==> src/rtl/beats_pkg.sv <==
// Shared helpers for beat-width converters: lane counter sizing and lane slicing.
package beats_pkg;

    typedef enum logic {
        ST_FILL = 1'b0,
        ST_HOLD = 1'b1
    } upsizer_state_e;

    // A one-lane counter still needs one bit to exist.
    function automatic int cnt_width(input int ratio);
        return (ratio > 1) ? $clog2(ratio) : 1;
    endfunction

    // Lane i occupies bits [i*data_wd +: data_wd] of the packed word.
    function automatic int lane_lo(input int lane, input int data_wd);
        return lane * data_wd;
    endfunction

endpackage

==> src/rtl/stream_upsizer.sv <==
// Packs RATIO narrow beats into one wide word with a per-lane keep mask;
// last_in closes a word early.
module stream_upsizer
    import beats_pkg::*;
#(
    parameter int DATA_WD = 8,
    parameter int RATIO   = 4
) (
    input  logic                     clk,
    input  logic                     rst_n,
    input  logic                     valid_in,
    input  logic [DATA_WD-1:0]       data_in,
    input  logic                     last_in,
    output logic                     ready_in,
    output logic                     valid_out,
    output logic [DATA_WD*RATIO-1:0] data_out,
    output logic [RATIO-1:0]         keep_out,
    output logic                     last_out,
    input  logic                     ready_out
);

    localparam int CNT_WD = cnt_width(RATIO);

    upsizer_state_e           state_q, state_d;
    logic [CNT_WD-1:0]        cnt_q, cnt_d;
    logic                     last_q, last_d;
    logic [DATA_WD*RATIO-1:0] word_q, word_d;
    logic [RATIO-1:0]         keep_q, keep_d;
    logic [RATIO-1:0]         lane_we;
    logic                     fire_in, fire_out, word_start, close_word;

    // Handshake: a transfer happens only when valid and ready are both high on a
    // clock edge; the source holds valid and payload until then. ready_in is the
    // single combinational input-to-output path (!valid_out | ready_out).
    assign valid_out  = (state_q == ST_HOLD);
    assign ready_in   = !valid_out || ready_out;
    assign fire_in    = valid_in && ready_in;
    assign fire_out   = valid_out && ready_out;
    assign word_start = fire_out;
    assign close_word = last_in || (cnt_q == CNT_WD'(RATIO - 1));

    always_comb begin
        state_d = state_q;
        cnt_d   = cnt_q;
        last_d  = last_q;
        if (fire_out) begin
            state_d = ST_FILL;
            last_d  = 1'b0;
        end
        // In HOLD cnt is 0, so a beat accepted during drain lands in lane 0.
        if (fire_in) begin
            if (close_word) begin
                state_d = ST_HOLD;
                last_d  = last_in;
                cnt_d   = '0;
            end else begin
                cnt_d = cnt_q + CNT_WD'(1);
            end
        end
    end

    for (genvar i = 0; i < RATIO; i++) begin : g_lane
        assign lane_we[i] = fire_in && (cnt_q == CNT_WD'(i));
        assign word_d[lane_lo(i, DATA_WD) +: DATA_WD] =
            lane_we[i]  ? data_in :
            word_start  ? '0      : word_q[lane_lo(i, DATA_WD) +: DATA_WD];
        assign keep_d[i] = lane_we[i] || (!word_start && keep_q[i]);
    end

    always_ff @(posedge clk) begin
        if (!rst_n) begin
            state_q <= ST_FILL;
            cnt_q   <= '0;
            last_q  <= 1'b0;
            word_q  <= '0;
            keep_q  <= '0;
        end else begin
            state_q <= state_d;
            cnt_q   <= cnt_d;
            last_q  <= last_d;
            word_q  <= word_d;
            keep_q  <= keep_d;
        end
    end

    assign data_out = word_q;
    assign keep_out = keep_q;
    assign last_out = last_q;

endmodule

==> config.mk <==
export PLATFORM = sky130hd
export DESIGN_NAME = stream_upsizer
export DESIGN_NICKNAME = d
export VERILOG_FILES = /design/src/rtl/beats_pkg.sv /design/src/rtl/stream_upsizer.sv
export SDC_FILE = /design/constraint.sdc
export NUM_CORES = 1
export LEC_CHECK = 0
export CAP_MARGIN = 10
export CORE_MARGIN = 2
export CORE_UTILIZATION = 39
export CTS_BUF_LIST = sky130_fd_sc_hd__clkbuf_4 sky130_fd_sc_hd__clkbuf_8
export CTS_CLUSTER_DIAMETER = 50
export DETAILED_ROUTE_END_ITERATION = 8
export MAX_ROUTING_LAYER = met4
export PLACE_DENSITY_LB_ADDON = 0.12
export SYNTH_ARGS = -nofsm -noshare
export SYNTH_HDL_FRONTEND = slang
export SYNTH_SLANG_ARGS = --single-unit
==> constraint.sdc <==
create_clock -name clk -period 1.5 [get_ports clk]
set_input_delay 0.15 -clock clk [delete_from_list [all_inputs] [get_ports clk]]
set_output_delay 0.15 -clock clk [all_outputs]
set_load 0.1 [all_outputs]
==> results.md <==
- Hold Crit Class: in -> reg
- Mapped Cells: about 160
- Critical path arrival: 1.13 ns
- DRT Pass-1 Iters: 4
- RSZ-0062 raised after global routing: false
- Post-route setup slack: 0.220 ns
- Reg-to-Reg End: keep_out[2]$_SDFF_PN0_
- Setup violations, final: 0
- Final Hold Fails: 0
- Synth top area share: 50.4%
- WL/cell: 14.6 um
- Worst slew pin tran: 0.207 ns
- Total CTS buffers: 5
- Initial antenna violation count: 0
- Max Freq: 0.781 GHz
- Critical path endpoint: ready_in
- CTS clock-pin slew for the worst setup and hold paths: 0.07 ns
- Vias in the first global route: 1270
- Core area: 3970 um^2
- Worst clock skew: 0.00360 ns
- Max cap viols: 0
- Die Y: a little under 70 um
- Via density: ~4.7
- Most frequent cells in the layout: nand2_1, buf_12, dfxtp_1
- Starting Density: 40.0%
- Root Driver: clkbuf_8
- Final #Nets: 226
- I/O Buffers: 51
- Clock buffer depth: 2
- Post-route ant nets: 0
- Reg2Reg Launch Point: cnt_q[0]$_SDFFE_PN0P_
- Max transition margin: ~86%
- All-Layer GR Usage: around 19%
- WP buf/inv: 3
- Crit path depth: 4
- Ys Warns: 0
- Syn Area/Cell: 10.2 um^2
- Share of cells above drive strength 1: 28.1%
- Vias: 1233
- Type of the worst setup path: in -> out
- Reg2reg path depth: 4
- Setup slack at placement: between 0.05 and 0.06 ns
- First-pass GRT wire length: 6270 um
- Gp weighted congestion: 0.820
- Worst skew pair latency: between 0.2 and 0.3 ns
- N_diodes: 0
- I/O pin total: 52
- Distinct cells, synth: 19
- Die area: around 4600 um^2
- Critical path's slowest cell: clkdlybuf4s50_1
- Worst VDD drop: ~0.55 mV
- Setup crit start kind: primary input
- Std-Cell Rows: 23
- Leakage: roughly 1 nW
- Fin crit period: 1.28 ns
- Crit path cell chain: clkdlybuf4s50_1, nand2b_4, buf_4, buf_12
- Post-CTS Setup Bufs: 0
- CP endpoint kind: output port
- R2r setup slk: ~0.28 ns
- Status: complete, no violations
- WL final: 3790 um
- Clock tree sinks: 40
- Hold buffer count at CTS: 0
- Critical path origin: ready_out
- Post-DP HPWL: 2880 um
- Syn_nets: approximately 170
- CTS resizes: 0
- CP max FO: 5
- CTS tree: yes
- Hold_ws: 0.483 ns
- CP peak stage delay: slightly above 0.5 ns
- Synth Register Bits: 40
- Final period util: between 80% and 90%
- Seq/Total Area, Yosys: 50.4%
- Worst path top cell family by delay: buffers and inverters
- Yosys top cell by area: dfxtp_1
- Layout area overhead: 67.0%
- Final slew viol count: 0
- # DRC: 0
- Critical path data required time: 1.35 ns
- Initial DRC Count: 41
- Most common cell after layout, fill and taps aside: nand2_1
- Synth Cell Area: 1590 um^2
- GRT overflow: 0
- Pin count of the biggest net entering global routing: 22
- Hold Crit Start: last_in
- Synth top area cells: dfxtp_1, mux2i_1, nand2_1
- DIE WIDTH: 67.8 um
- PD cells: a little over 900 nW/um^2
- CTS HTree Levels: 2
[through the flow]
stage               power, W  area [um^2]  cells  utilization (%)  TNS [ns]
detailed placement   0.00171         2550    252             64.3         0
floorplan            0.00149         1610    155                -   -0.0795
finish               0.00244         2650    260             66.8         0
CTS                  0.00246         2650    260             66.8         0
global placement     0.00170         2550    252             64.3         0
global route         0.00253         2650    260             66.8         0
[flip-flops by register name, indices dropped and copies added, names as in the netlist]
signal	flops
data_out	32
last_out	1
keep_out	4
valid_out	1
cnt_q	2
[worst reg2reg max path, stage by stage (launching register included)]
cell and delay [ns]:
dfxtp_1 0.39, inv_1 0.10, ha_1 0.20, and3_4 0.23
o21a_1 0.20
[logic make-up after synthesis]
kind of cell / synth area share [%]
AOI/OAI and AO/OA: 4.26
buffers and inverters: 4.96
adders and majority gates: 3.15
DFF: 50.4
and+or+nand+nor: 15.8
muxes: 21.4
[layout make-up]
type	count	area [um^2]
Inverter	2	7.51
Sequential cell	40	805
Tap cell	50	62.6
Multi-Input combinational cell	104	728
Fill cell	318	1320
Clock buffer	8	97.6
Timing Repair Buffer	56	951
[how the worst min path moves through the flow]
stage,cells after the start,endpoint,slack [ns]
6_report,3,last_out$_SDFF_PN0_,0.48
5_1_grt,3,last_out$_SDFF_PN0_,0.52
4_1_cts,3,last_out$_SDFF_PN0_,0.48
3_5_place_dp,2,data_out[17]$_SDFFE_PN0P_,0.49
3_3_place_gp,2,data_out[9]$_SDFFE_PN0P_,0.48
2_1_floorplan,2,last_out$_SDFF_PN0_,0.30
[cells in the mapped netlist]
library cell and n:
mux2i_1 34, inv_1 2, and3_1 4, and2_1 4, a21boi_0 1, nand3_1 2
dfxtp_1 40, clkbuf_1 1, o22ai_1 1, o21ai_0 1, nand2_1 46, buf_2 3
a21boi_4 1, buf_6 4, ha_1 4, buf_4 1, nand2b_4 1, nor2_1 1
o21a_1 4
[routing by layer]
layer  track usage [%]  vias up  routed length (um)
met5                 -        -                   0
met4              7.50        0                  59
met3              4.00        7                 182
met2              33.3       32                1940
met1              21.9      578                1610
li1                  -      616                   -
[power breakdown]
part	internal [W]	total, W	switching (W)
clock network	0.000411	0.000761	0.000350
registers	0.00110	0.00114	0.0000404
logic	0.000207	0.000544	0.000336
total	0.00171	0.00244	0.000726
No activity file was read; power rests on OpenSTA's default activity.
